### src/rtl/tmr_pwm_pkg.sv
// Shared constants and helpers for the TMR motion/drive path.
// Used by the controllers, the voter and the PWM drive stage.
package tmr_pwm_pkg;

  localparam int PWM_MAX = 15;
  localparam logic [3:0] DEFAULT_DIR = 4'd8;

  function automatic logic [7:0] maj3(
    input logic [7:0] a,
    input logic [7:0] b,
    input logic [7:0] c
  );
    return (a & b) | (b & c) | (a & c);
  endfunction

  function automatic logic [3:0] clamp4(
    input logic signed [5:0] x
  );
    if (x < 6'sd0) return 4'd0;
    if (x > 6'sd15) return 4'(PWM_MAX);
    return x[3:0];
  endfunction

endpackage

### src/rtl/tmr_vote3.sv
// Bitwise 2-of-3 majority voter with per-replica disagreement flags.
// Purely combinational; width is a parameter so it can be reused.
module tmr_vote3 #(
  parameter int WIDTH = 8
) (
  input  logic [WIDTH-1:0] a,
  input  logic [WIDTH-1:0] b,
  input  logic [WIDTH-1:0] c,
  output logic [WIDTH-1:0] v,
  output logic [2:0]       mis
);

  // Majority per bit, then flag each replica that differs from it.
  always_comb begin
    v   = (a & b) | (b & c) | (a & c);
    mis = {c != v, b != v, a != v};
  end

endmodule

### src/rtl/tmr_pwm_drive.sv
// Motor drive stage: votes three speed/dir replicas, mixes them into
// left/right duties, drives two PWMs and tracks per-replica faults.
module tmr_pwm_drive #(
  parameter int         PRESCALE    = 4,
  parameter int         FAULT_LIMIT = 3,
  parameter logic [3:0] DEFAULT_DIR = 4'd8
) (
  input  logic       clk,
  input  logic       rst,
  input  logic       en,
  input  logic [3:0] speed_a,
  input  logic [3:0] speed_b,
  input  logic [3:0] speed_c,
  input  logic [3:0] dir_a,
  input  logic [3:0] dir_b,
  input  logic [3:0] dir_c,
  output logic       pwm_l,
  output logic       pwm_r,
  output logic [3:0] duty_l,
  output logic [3:0] duty_r,
  output logic       period_start,
  output logic [2:0] fault
);

  import tmr_pwm_pkg::*;

  localparam int PW =
    (PRESCALE > 1) ? $clog2(PRESCALE) : 1;
  localparam logic [PW-1:0] PRE_LAST =
    PW'(PRESCALE - 1);
  localparam logic [3:0] CNT_LAST =
    4'(PWM_MAX - 1);
  localparam logic [3:0] LIM = 4'(FAULT_LIMIT);

  logic [PW-1:0]     pre;
  logic [3:0]        cnt;
  logic              tick;
  logic              samp;
  logic [7:0]        v;
  logic [2:0]        mis;
  logic [3:0]        speed_v;
  logic [3:0]        dir_v;
  logic signed [5:0] d;
  logic signed [5:0] ls;
  logic signed [5:0] rs;
  logic [3:0]        l;
  logic [3:0]        r;
  logic [3:0]        m     [3];
  logic [3:0]        m_nxt [3];
  logic [2:0]        hit;

  tmr_vote3 #(.WIDTH(8)) u_vote (
    .a   ({speed_a, dir_a}),
    .b   ({speed_b, dir_b}),
    .c   ({speed_c, dir_c}),
    .v   (v),
    .mis (mis)
  );

  assign speed_v = v[7:4];
  assign dir_v   = v[3:0];
  assign tick    = (pre == PRE_LAST);
  assign samp    = en && tick && (cnt == CNT_LAST);

  // Differential mix of the voted pair, with the stop overrides.
  always_comb begin
    d  = $signed({2'b00, dir_v})
       - $signed({2'b00, DEFAULT_DIR});
    ls = $signed({2'b00, speed_v}) + d;
    rs = $signed({2'b00, speed_v}) - d;
    l  = clamp4(ls);
    r  = clamp4(rs);
    if (speed_v == 4'd0 || $countones(fault) >= 2) begin
      l = 4'd0;
      r = 4'd0;
    end
  end

  // Next mismatch streak per replica and whether it hits the limit.
  always_comb begin
    hit = 3'b000;
    for (int i = 0; i < 3; i++) begin
      m_nxt[i] = 4'd0;
      if (mis[i])
        m_nxt[i] = (m[i] >= LIM) ? LIM : m[i] + 4'd1;
      hit[i] = (m_nxt[i] == LIM);
    end
  end

  // Prescaler and PWM period counter; both park at 0 while disabled.
  always_ff @(posedge clk or posedge rst) begin
    if (rst) begin
      pre <= '0;
      cnt <= 4'd0;
    end else if (!en) begin
      pre <= '0;
      cnt <= 4'd0;
    end else if (tick) begin
      pre <= '0;
      cnt <= (cnt == CNT_LAST) ? 4'd0 : cnt + 4'd1;
    end else begin
      pre <= pre + PW'(1);
    end
  end

  // Duty latch at end of period, period marker and PWM compare.
  always_ff @(posedge clk or posedge rst) begin
    if (rst) begin
      duty_l       <= 4'd0;
      duty_r       <= 4'd0;
      pwm_l        <= 1'b0;
      pwm_r        <= 1'b0;
      period_start <= 1'b0;
    end else if (!en) begin
      duty_l       <= 4'd0;
      duty_r       <= 4'd0;
      pwm_l        <= 1'b0;
      pwm_r        <= 1'b0;
      period_start <= 1'b0;
    end else begin
      pwm_l        <= (cnt < duty_l);
      pwm_r        <= (cnt < duty_r);
      period_start <= samp;
      if (samp) begin
        duty_l <= l;
        duty_r <= r;
      end
    end
  end

  // Mismatch streaks and sticky fault flags, updated once per period.
  always_ff @(posedge clk or posedge rst) begin
    if (rst) begin
      for (int i = 0; i < 3; i++)
        m[i] <= 4'd0;
      fault <= 3'b000;
    end else if (samp) begin
      for (int i = 0; i < 3; i++)
        m[i] <= m_nxt[i];
      fault <= fault | hit;
    end
  end

endmodule
### config.mk
export PLATFORM = sky130hd
export DESIGN_NAME = tmr_pwm_drive
export DESIGN_NICKNAME = d
export VERILOG_FILES = /design/src/rtl/tmr_pwm_pkg.sv /design/src/rtl/tmr_vote3.sv /design/src/rtl/tmr_pwm_drive.sv
export SDC_FILE = /design/constraint.sdc
export NUM_CORES = 1
export LEC_CHECK = 0
export CORE_ASPECT_RATIO = 1.75
export CORE_MARGIN = 5
export CORE_UTILIZATION = 54
export DETAILED_ROUTE_END_ITERATION = 7
export HOLD_SLACK_MARGIN = 0.1
export PLACE_DENSITY_LB_ADDON = 0.15
export REMOVE_ABC_BUFFERS = 1
export SLEW_MARGIN = 20
export SYNTH_ARGS = -nofsm -noshare
export SYNTH_HDL_FRONTEND = slang
export SYNTH_SLANG_ARGS = --single-unit
### constraint.sdc
create_clock -name clk -period 2.3 [get_ports clk]
set_input_delay 0.23 -clock clk [delete_from_list [all_inputs] [get_ports clk]]
set_output_delay 0.23 -clock clk [all_outputs]
set_load 0.05 [all_outputs]
==> impl_metrics.toml, run 1 <==
[setup_path]
criticalPathCategory = "input port to register"
critPathTopFamily = "adder cells"
crit_chain = "clkdlybuf4s50_1 > maj3_2 > inv_2 > fa_2 > o21ba_1 > or3_1 > mux2_4 > o21ai_1 > a22o_1"
reg2reg_from = "cnt[0]"
r2r-end = "duty_l[1]"
r2r_setup_slack_ns = 0.50
cp-start-kind = "input port"
critPathBufInv = 2
cpMaxStageDelayCell = "clkdlybuf4s50_1"
r2r_cells = 7
worstPathMaxFanout = 5
cp-end-kind = "register"
critPathRequiredTime_ns = 2.52
cp.arrival_ns = 2.54
critPathMaxStageDelay_ns = 0.49

[synth]
yosys_register_bits = 32
synth.area.top_cells = "dfrtp_1 33%, ha_1 12%, a21oi_1 3.3%, inv_1 2.9%, nand3b_1 2.8%"
ys_seq_area_share_pct = 33.0
yosysMostFrequentCell = "dfrtp_1"
yosys.area.top_type = "dfrtp_1"
synth_top_flop_cell = "dfrtp_1"
netlist_area_um2 = 2420
synthCells = 262
synth_common_cells = "32 x dfrtp_1, 23 x ha_1, 19 x inv_1"
avgSynthCellArea_um2 = 9.26
netlist.area_leader.share_pct = 33.0
ys.warnings.count = 0
synth_edf_count = 0
synth_cell_types = 51
async_flop_share_pct = 100

[sta]
slew_violations = 0
worst_slew_pin_slew_ns = 0.743
fin_ws_ns = -0.0254
fmax_mhz = 430
final.setup.tns_ns = -0.0254
finalCritPeriodShare_pct = 101
setup_viol = 1
max_slew_margin_pct = 50.2
period_minus_slack_ns = 2.33
finClkSkew_ns = 0.00751
timing.hold.ws_ns = 0.316
finalHoldViolations = 0

[layout]
syn2layout_area_growth_pct = 45.3
n_antenna_cell = 0
final_layout_size_suffix_gt1_share_pct = 27.2
layout.nets = 418
final_area_um2 = 3520
fillers = 278
multi_input_area_um2 = 1640
register_area_um2 = 801
fin_util_pct = 80.7

[floorplan]
core_area_um2 = 4360
ios = 41
start_util_pct = 55.6
dieArea_um2 = 5980
rows = 32
fp.dieW_um = 60.7
die_h_um = 98.6

[grt]
grt.overflow.total = 0
grt_pass1_vias = 2381
grt_pass1_wl_um = 10200
grt_max_degree = 33
grt_usage_pct = 22.3
antenna_found_initial = 0

[clocking]
numCtsBuffers = 5
htreeDepth = 2
hold_buffers = 0
clk_pin_slew_ns = 0.07
cts_tree = "yes"
clock_sinks = 32
clk_latency_ns = 0.29
cts_root_buf = "clkbuf_8"
clockBufferDepth = 2

[run]
cap_violations = 0

[run_status]
violations = "negative setup slack"
status = "finished with violations"

[detailed_routing]
dr.pass1.iters = 4
drc = 0
detail-route-antenna-nets = 0
wl_um = 6530
drt_iter0_markers = 60
detail_route.wl_per_cell_um = 15.6
vias_per_cell = 5.81
route.vias.total = 2429

[worst_hold_path]
hold_path_class = "input port to async pin"

[place]
place_area_um2 = 3280
post-place-ws_ns = -0.524
gp_congestion = 0.856
numPortBuffers = 40
dp_hpwl_um = 4980

[power_and_ir_drop]
p_leak_nw = 1.65
ir_drop_mv = 0.426
powerDensity_nw_per_um2 = 430
## flip-flops by register name, summed over array words and instances (netlist names)
name and cells:
fault 3, period_start 1, pwm_r 1, m 12
duty_l 4, duty_r 4, pwm_l 1, pre 2
cnt 4
## worst min-delay path, cell delays in order
cell	delay (ns)
clkdlybuf4s50_1	0.39
inv_1	0.05
buf_4	0.35
## cell type report
| class | instances | area share (%) |
|---|---|---|
| clock buffers | 6 | 2.34 |
| clock inverters | 2 | 0.284 |
| inverters | 20 | 2.13 |
| multi-input cells | 208 | 46.7 |
| flip-flops and latches | 32 | 22.7 |
| well taps | 51 | 1.81 |
| repair buffers | 99 | 24.0 |
## layout by cell type, fill, tap and decap left out, types with 3 or more instances in the layout
| cell | netlist | layout |
|---|---|---|
| buf_4 | 0 | 59 |
| dfrtp_1 | 32 | 32 |
| clkdlybuf4s50_1 | 0 | 30 |
| ha_1 | 23 | 20 |
| inv_1 | 19 | 18 |
| a21oi_1 | 16 | 12 |
| nand2_1 | 11 | 11 |
| nor2_1 | 12 | 10 |
| o21a_1 | 9 | 9 |
| nand3b_1 | 9 | 9 |
| and2_1 | 8 | 8 |
| o21ai_0 | 9 | 8 |
| o21ai_1 | 9 | 8 |
| or3b_2 | 7 | 7 |
| nor3b_1 | 7 | 7 |
| nand2b_1 | 6 | 6 |
| nor4_1 | 6 | 6 |
| clkbuf_8 | 0 | 6 |
| dlygate4sd2_1 | 0 | 6 |
| a21o_1 | 5 | 5 |
| maj3_2 | 4 | 5 |
| xnor2_1 | 5 | 5 |
| nand4_1 | 4 | 4 |
| nor3_1 | 4 | 4 |
| a22o_1 | 4 | 4 |
| dlymetal6s2s_1 | 0 | 4 |
| a31oi_1 | 3 | 3 |
| a21oi_2 | 0 | 3 |
| o221ai_1 | 3 | 3 |
| and3b_1 | 3 | 3 |
| nand3_1 | 3 | 3 |
| a211oi_1 | 4 | 3 |
| o31ai_1 | 3 | 3 |
| or3_1 | 3 | 3 |
| o21bai_1 | 4 | 3 |
| ha_4 | 0 | 3 |
## stage by stage
step                      instances  total power [mW]
after floorplan                 260             0.793
after global placement          404              1.00
after detailed placement        404              1.02
after CTS                       415              1.48
after global routing            418              1.59
final                           418              1.51
## power by group
part           switching (mW)  internal, mW
Combinational           0.231         0.261
Sequential            0.00396         0.568
Clock                   0.211         0.238
Total                   0.446          1.07
## worst max path at each step
stage | from | endpoint | slack, ns | cells past startpoint
6_report | speed_c[1] | duty_r[1] | -0.03 | 9
5_1_grt | speed_c[1] | duty_r[1] | -0.05 | 9
4_1_cts | speed_c[0] | duty_r[0] | 0.0009 | 10
3_5_place_dp | dir_b[0] | duty_r[0] | -0.52 | 9
3_3_place_gp | dir_b[0] | duty_r[0] | -0.47 | 9
2_1_floorplan | dir_b[0] | duty_r[0] | -0.03 | 8
## cells by family (layout without fill, tap and decap cells)
group,after synthesis,count (layout),share of synthesized area (%)
compound gates,80,80,21.9
xor+xnor,6,6,2.17
fa+ha+maj,31,31,16.2
buf+inv,22,127,3.46
flops,32,32,33.0
mux,1,1,0.619
simple gates,90,90,22.6
## repair_timing
| item | in CTS | in global routing |
|---|---|---|
| pin swaps | 8 | 10 |
| hold endpoints to repair | 0 | 0 |
| setup buffers | 3 | 3 |
| endpoints found under the setup margin | 7 | 8 |
| resized for setup | 15 | 17 |
## layer usage
layer | vias up | GRT usage, % | wire length, um
met1 | 1135 | 21.0 | 2210
met3 | 37 | 2.88 | 203
met5 | - | 0 | 0
met2 | 73 | 42.0 | 3640
met4 | 0 | 13.7 | 471
li1 | 1184 | - | -
Power figures use the tool's default switching activity.
==> run 2: changes to the inputs <==
--- a/config.mk
+++ b/config.mk
@@ -9,7 +9,7 @@
 export CORE_MARGIN = 5
 export CORE_UTILIZATION = 54
 export DETAILED_ROUTE_END_ITERATION = 7
-export HOLD_SLACK_MARGIN = 0.1
+export HOLD_SLACK_MARGIN = 0.03
 export PLACE_DENSITY_LB_ADDON = 0.15
 export REMOVE_ABC_BUFFERS = 1
 export SLEW_MARGIN = 20
==> constraint.sdc (replaced) <==
create_clock -name clk -period 2.3 [get_ports clk]
set_input_delay 0.23 -clock clk [delete_from_list [all_inputs] [get_ports clk]]
set_output_delay 0.23 -clock clk [all_outputs]
set_load 0.02 [all_outputs]
==> results of run 2 <==
The final DEF is identical to that of run 1. Status: finished with violations: negative setup slack.
==> run 3: changes to the inputs <==
--- a/config.mk
+++ b/config.mk
@@ -12,6 +12,7 @@
 export HOLD_SLACK_MARGIN = 0.03
 export PLACE_DENSITY_LB_ADDON = 0.15
 export REMOVE_ABC_BUFFERS = 1
+export SKIP_CTS_REPAIR_TIMING = 1
 export SLEW_MARGIN = 20
 export SYNTH_ARGS = -nofsm -noshare
 export SYNTH_HDL_FRONTEND = slang
==> constraint.sdc (replaced) <==
create_clock -name clk -period 2.3 [get_ports clk]
set_input_delay 0.46 -clock clk [delete_from_list [all_inputs] [get_ports clk]]
set_output_delay 0.46 -clock clk [all_outputs]
set_load 0.02 [all_outputs]
==> impl_metrics.toml, run 3 (synthesis gave the netlist of run 1 again) <==
[detailed_routing]
drc = 0
detail_route.wl_per_cell_um = 15.6
wl_um = 6520
vias_per_cell = 5.71
route.vias.total = 2393
dr.pass1.iters = 4
drt_iter0_markers = 88
detail-route-antenna-nets = 0

[layout]
syn2layout_area_growth_pct = 49.9
fillers = 260
largest_reg_flops = 12
layout.nets = 419
final_cell_mix = "59 x buf_4, 32 x dfrtp_1, 21 x dlymetal6s2s_1"
register_area_um2 = 801
final_layout_size_suffix_gt1_share_pct = 29.6
mostFrequentLayoutCell = "buf_4"
multi_input_area_um2 = 1660
n_antenna_cell = 0
regMostFlops = "m"
fin_util_pct = 83.3
layout.cells.non_filler = 419

[power_and_ir_drop]
ir_drop_mv = 0.478
powerDensity_nw_per_um2 = 456
p_leak_nw = 1.82

[grt]
grt_pass1_vias = 2474
antenna_found_initial = 0
grt_use_met1_pct = 20.2
grt.overflow.total = 0
grt_util_met3_pct = 2.49
grt_use_met2_pct = 43.0
grt_pass1_wl_um = 10200
gr-max-usage-layer = "met2"
grt_max_degree = 33
grt_usage_pct = 21.9

[worst_hold_path]
hold_path_class = "register to register"

[clocking]
clk_pin_slew_ns = 0.07
clock_sinks = 32
clockBufferDepth = 2
cts_tree = "yes"
numCtsBuffers = 5
cts_root_buf = "clkbuf_8"
clk_latency_ns = 0.28
htreeDepth = 2

[floorplan]
rows = 32
start_util_pct = 55.6
fp.dieW_um = 60.7
ios = 41
die_h_um = 98.6
dieArea_um2 = 5980
core_area_um2 = 4360

[run_status]
violations = "negative setup slack"
status = "finished with violations"

[run]
cap_violations = 0

[setup_path]
critPathRequiredTime_ns = 2.52
cp.arrival_ns = 2.62
cp-start-kind = "input port"
criticalPathCategory = "input port to register"
cp-end-kind = "register"
worstPathMaxFanout = 4

[place]
dp_hpwl_um = 4830
numPortBuffers = 40
gp_congestion = 0.841
dp_cells = 406

[sta]
fmax_mhz = 418
worst_slew_pin_slew_ns = 0.389
period_minus_slack_ns = 2.39
max_slew_margin_pct = 73.8
finClkSkew_ns = 0.00644
fin_ws_ns = -0.0939
setup_viol = 4
timing.hold.ws_ns = 0.448
grt_setup_unrepaired = "yes"
slew_violations = 0
finalHoldViolations = 0
finalCritPeriodShare_pct = 104
==> run 3: final timing paths <==
| check | start | to | slack [ns] | cells after the start |
|---|---|---|---|---|
| worst max-delay path | dir_b[0] | duty_r[0] | -0.09 | 9 |
| worst min-delay path | pre[0] | pre[0] | 0.45 | 1 |
| worst max register to register | cnt[1] | duty_l[2] | 0.53 | 6 |
| worst min register to register | pre[0] | pre[0] | 0.45 | 1 |
| max in group asynchronous | rst | duty_l[0] | 1.45 | 3 |
| min in group asynchronous | rst | fault[1] | 0.55 | 3 |
==> run 3: layer usage <==
metal	wire, um	part of all wire (%)
met5	0	0
met4	266	4.1
met3	209	3.2
met2	3810	58
met1	2240	34
==> run 3: worst max-delay path: stages <==
cell and delay, ns:
buf_6 0.09, maj3_2 0.34, ha_4 0.18, fa_2 0.40
o21ba_4 0.20, or3_1 0.30, mux2_4 0.31, o21bai_1 0.18
a22o_1 0.16
==> run 3: stage by stage <==
step / setup WS (ns) / instance area, um^2 / setup TNS (ns) / power (mW)
2_1_floorplan: -0.259 / 2420 / -1.02 / 0.793
3_3_place_gp: -0.702 / 3290 / -4.87 / 1.00
3_5_place_dp: -0.788 / 3290 / -5.32 / 1.01
4_1_cts: -0.536 / 3420 / -2.92 / 1.60
5_1_grt: -0.141 / 3630 / -0.462 / 1.72
6_report: -0.0939 / 3630 / -0.182 / 1.66
==> run 3: cell type report <==
type                    count  share of cell area, %
well taps                  51                   1.76
inverters                  20                   2.07
flip-flops and latches     32                   22.0
repair buffers            100                   25.1
clock inverters             1                  0.826
clock buffers               7                   2.65
multi-input cells         208                   45.6
==> run 3: power breakdown <==
group          internal, mW  leakage, nW  switching [mW]
Sequential            0.568        0.440         0.00404
Clock                 0.382       0.0645           0.212
Combinational         0.264         1.31           0.225
Total                  1.21         1.82           0.441
==> edit 1, RTL diff (flow settings as in run 3) <==
The parameter `PRESCALE` goes from 4 to 8.
--- a/src/rtl/tmr_pwm_drive.sv
+++ b/src/rtl/tmr_pwm_drive.sv
@@ -2,5 +2,5 @@
 // left/right duties, drives two PWMs and tracks per-replica faults.
 module tmr_pwm_drive #(
-  parameter int         PRESCALE    = 4,
+  parameter int         PRESCALE    = 8,
   parameter int         FAULT_LIMIT = 3,
   parameter logic [3:0] DEFAULT_DIR = 4'd8
Formal check against the unedited RTL: same outputs for any inputs over 10 cycles, from zero or initial values and one cycle with rst high; that may be too few to reach the edited logic, so the function may still have changed.
==> edit 1 against run 3 <==
Sequential power grew 3%. Sequential cell count grew 1. Final area down 1.4%. Synthesized area is 3.9% higher. Total power shrank 12%. Clock power shrank 34%. Routed wire length down 0.75%. Largest cell class unchanged. Via count increased by 1.1%. Setup slack improved by 0.11 ns.
==> edit 1: results (changes against run 3) <==
largest net degree at the start of global routing=34 (+3.0%); share of cells above drive strength 1=0.293 (-0.00304); Clock Tree Root=clkbuf_8; Mean Syn Cell Area=9.26 µm² (about the same); Area contributors post-synth=dfrtp_1 (33%), ha_1 (12%), or3b_2 (3.5%); Leakage=1.80 nW (-0.69%); wire length per cell=15.5 µm (-0.28%); crit-path max cell delay=0.37 ns (-0.03 ns); Worst Skew=0.00450 ns (-0.00194 ns); Final GP Congestion=0.852 (+1.3%); final wirelength=6.47 mm (-0.75%); CP delay by family, top=compound AO/OA/AOI/OAI gates; Num CTS Buffers=5 (unchanged); GRT Util Overall=0.213 (-0.00684); Least-Margin Pin Slew=0.661 ns (+0.272 ns); Arr. time, crit path=2.50 ns (-0.12 ns); DP Worst Slack=-0.729 ns (+0.0584 ns); HPWL after DPL=5.07 mm (+5.0%); drt via density=5.80 (+1.6%); first-pass GRT wire length=9.92 mm (-2.4%); DRT iter0 DRCs=49 (-44%); worst vdd ir=0.000329 V (-31%); Fill cells=340 (+31%); Worst-path clk slew=0.06 ns; endpoints failing setup=0 (-4); endpoints failing hold=0 (unchanged); area post-placement=0.00333 mm² (+1.2%); Cells after DPL=408 (+0.49%); drt pass-1 iters=6 (+2); library cells used by synthesis=52 (+2.0%); status=finished clean; Synth top cells by count=dfrtp_1 (33), ha_1 (24), inv_1 (21); sequential element share of the synthesized area=0.328 (-0.00237)
edit 1: per-layer routing:
metal / GRT usage / wire length, µm
met1: 0.196 / 2240
met2: 0.408 / 3730
met3: 0.0232 / 195
met4: 0.126 / 301
met5: 0 / 0
edit 1: worst paths after layout:
| kind | start | endpoint | slack, ns | cells past startpoint |
|---|---|---|---|---|
| max | dir_c[0] | duty_r[0] | 0.02 | 10 |
| min | pre[0] | pre[0] | 0.44 | 1 |
| max reg2reg | cnt[0] | duty_r[2] | 0.32 | 7 |
| min reg2reg | pre[0] | pre[0] | 0.44 | 1 |
| max in group asynchronous | rst | duty_l[2] | 1.44 | 3 |
| min in group asynchronous | rst | fault[0] | 0.57 | 3 |
edit 1: stage by stage:
stage          hold slack (ns)   util
3_3_place_gp             0.436  0.721
3_5_place_dp             0.438  0.721
5_1_grt                  0.461  0.775
6_report                 0.442  0.775
2_1_floorplan            0.414      -
4_1_cts                  0.447  0.736
edit 1: area by class of cell:
cell class / count / share of cell area
Timing Repair Buffer: 92 / 0.228
Multi-Input combinational cell: 212 / 0.480
Clock buffer: 5 / 0.0192
Tap cell: 52 / 0.0182
Sequential cell: 33 / 0.230
Inverter: 22 / 0.0230
Clock inverter: 1 / 0.00140
edit 1: cell families (layout without fill, tap and decap cells):
kind of cell	after synthesis	in the layout	share of synthesized area
muxes	2	2	0.00993
and+or+nand+nor	93	93	0.227
buffers and inverters	27	120	0.0407
DFF	33	33	0.328
AOI/OAI and AO/OA	81	81	0.222
adders and majority gates	31	31	0.155
xor gates and xnor gates	5	5	0.0174
edit 1: power breakdown:
group,switching [mW],total [mW],internal (mW),leakage [nW]
clock,0.194,0.392,0.199,0.0399
sequential,0.00181,0.587,0.585,0.453
combinational,0.226,0.474,0.248,1.31
==> edit 2, RTL diff (settings of run 3) <==
Without the edit above. One comparison of `cnt` changes from == to >=.
--- a/src/rtl/tmr_pwm_drive.sv
+++ b/src/rtl/tmr_pwm_drive.sv
@@ -61,5 +61,5 @@
   assign dir_v   = v[3:0];
   assign tick    = (pre == PRE_LAST);
-  assign samp    = en && tick && (cnt == CNT_LAST);
+  assign samp    = en && tick && (cnt >= CNT_LAST);
 
   // Differential mix of the voted pair, with the stop overrides.
Behaviour: same outputs for any inputs over 10 cycles, from zero or initial values and one cycle with rst high; that may be too few to reach the edited logic, so the function may still have changed.
==> edit 2 against run 3 <==
Core utilization down 1.3 points. Sequential share of layout area up 0.35 points. Total power down 6.4%. Synthesized area down 0.15%. Routed wire length up 8.1%. Largest power group is now sequential cells. Setup slack better by 0.13 ns. Final cell count down 1.7%. Sequential power about the same. Sequential cell count unchanged. Final area down 1.6%. Register-to-register slack worse by 0.19 ns. Die area down 0.13%.
==> edit 2: results (changes against run 3) <==
clock latency on the worst-skew pair=0.28 ns (about the same); Worst-path clk slew=around 0.06 ns; worst min path class=reg -> reg; Synth top cells by count=dfrtp_1 (32), nand2_1 (26), o21ai_0 (24); DP Worst Slack=-0.551 ns (+0.237 ns); Leakage=1.73 nW (-4.7%); worst-case clock buffer depth=2 (unchanged); GR Util met3=0.0275 (+0.00262); Most used DFF post-synth=dfrtp_1; Area contributors post-synth=dfrtp_1 (33%), ha_1 (11%), o21ai_0 (5.0%); final net count=411 (-1.9%); Global Route met2 Usage=0.411 (-0.0181); met1 Use GR=0.230 (+0.0280); htree depth=2 (unchanged); Post-synth EDFFs=0 (unchanged); Fill cells=275 (+5.8%); first-pass GRT wire length=10.3 mm (+1.1%); initial antenna violation count=0 (unchanged); status=finished clean; sequential element share of the synthesized area=0.331 (+0.000512); Arr. time, crit path=2.44 ns (-0.18 ns); Port Buffers=40 (unchanged); share of flip-flops with an asynchronous set or reset=1.00 (unchanged); HPWL after DPL=4.86 mm (+0.63%); Num CTS Buffers=5 (unchanged); residual overflow from global routing=0 (unchanged); Slew headroom=0.553 (-0.185); Inserted Diodes=0 (unchanged); YS warnings=0 (unchanged); DRT iter0 DRCs=101 (+15%); share of cells above drive strength 1=0.277 (-0.0192); Final GP Congestion=0.907 (+7.8%); worst vdd ir=0.000364 V (-24%); wire length per cell=17.1 µm (+9.9%); GRT Util Overall=0.221 (+0.00174); most flop-heavy register=m; drt via density=5.88 (+2.9%); Clock Tree Root=clkbuf_8; drt pass-1 iters=4 (unchanged); vias in the first global route=2,332 (-5.7%); Worst Skew=0.00639 ns (-0.0000467 ns); library cells used by synthesis=45 (-12%); CP max FO=3 (-1)
edit 2: cell types whose count changed after synthesis, sizes merged, moves of 7 or more:
cell | run 3 | this run
nand2 | 11 | 26
o21ai | 18 | 28
nor2b | 1 | 10
o21a | 9 | 0
a2111oi | 0 | 7
a21oi | 16 | 9
and3b | 4 | 11
edit 2: worst max-delay path: stages:
cell and delay [ns]:
clkdlybuf4s50_1 0.43, maj3_2 0.36, buf_4 0.16, ha_2 0.18, o21bai_4 0.19, a21oi_4 0.18
buf_4 0.17, xnor2_4 0.07, nor2b_1 0.15, o21ai_2 0.08
edit 2: final cells by class:
cell class | count | share of cell area
clock buffers | 7 | 0.0269
inverters | 21 | 0.0220
multi-input cells | 211 | 0.478
flip-flops and latches | 32 | 0.224
well taps | 51 | 0.0178
repair buffers | 90 | 0.232
edit 2: metrics by stage:
stage / util / instance area, µm² / hold WS (ns) / std cells
floorplan: - / 2400 / 0.414 / 264
global placement: 0.738 / 3220 / 0.426 / 403
detailed placement: 0.738 / 3220 / 0.434 / 403
CTS: 0.760 / 3320 / 0.442 / 410
global route: 0.820 / 3580 / 0.459 / 412
finish: 0.820 / 3580 / 0.438 / 412
edit 2: worst paths after layout:
check                      cells after the start  slack [ns]   endpoint        from
setup / recovery                              10        0.03  duty_r[1]  speed_c[2]
setup reg to reg                               6        0.34  duty_l[3]      pre[0]
max in group asynchronous                      3        1.44  duty_l[2]         rst
hold / removal                                 1        0.44     pre[0]      pre[0]
min in group asynchronous                      3        0.56       m[2]         rst
hold reg to reg                                1        0.44     pre[0]      pre[0]
edit 2: cells by family (layout without fill, tap and decap cells):
family	after synthesis	after routing	synth area share
and+or+nand+nor	103	103	0.256
AOI/OAI and AO/OA	73	73	0.199
adders and majority gates	28	28	0.146
DFF	32	32	0.331
buffers and inverters	26	118	0.0429
xor gates and xnor gates	7	7	0.0253
edit 2: metal layers:
| metal | up-vias | share of wire |
|---|---|---|
| li1 | 1163 | - |
| met1 | 1158 | 0.35 |
| met2 | 77 | 0.58 |
| met3 | 24 | 0.030 |
| met4 | 0 | 0.040 |
| met5 | - | 0 |
edit 2: where the power goes:
group / leakage, nW / switching (mW) / internal (mW)
Combinational: 1.25 / 0.247 / 0.271
Sequential: 0.429 / 0.00447 / 0.569
Clock: 0.0503 / 0.194 / 0.266
Total: 1.73 / 0.445 / 1.11
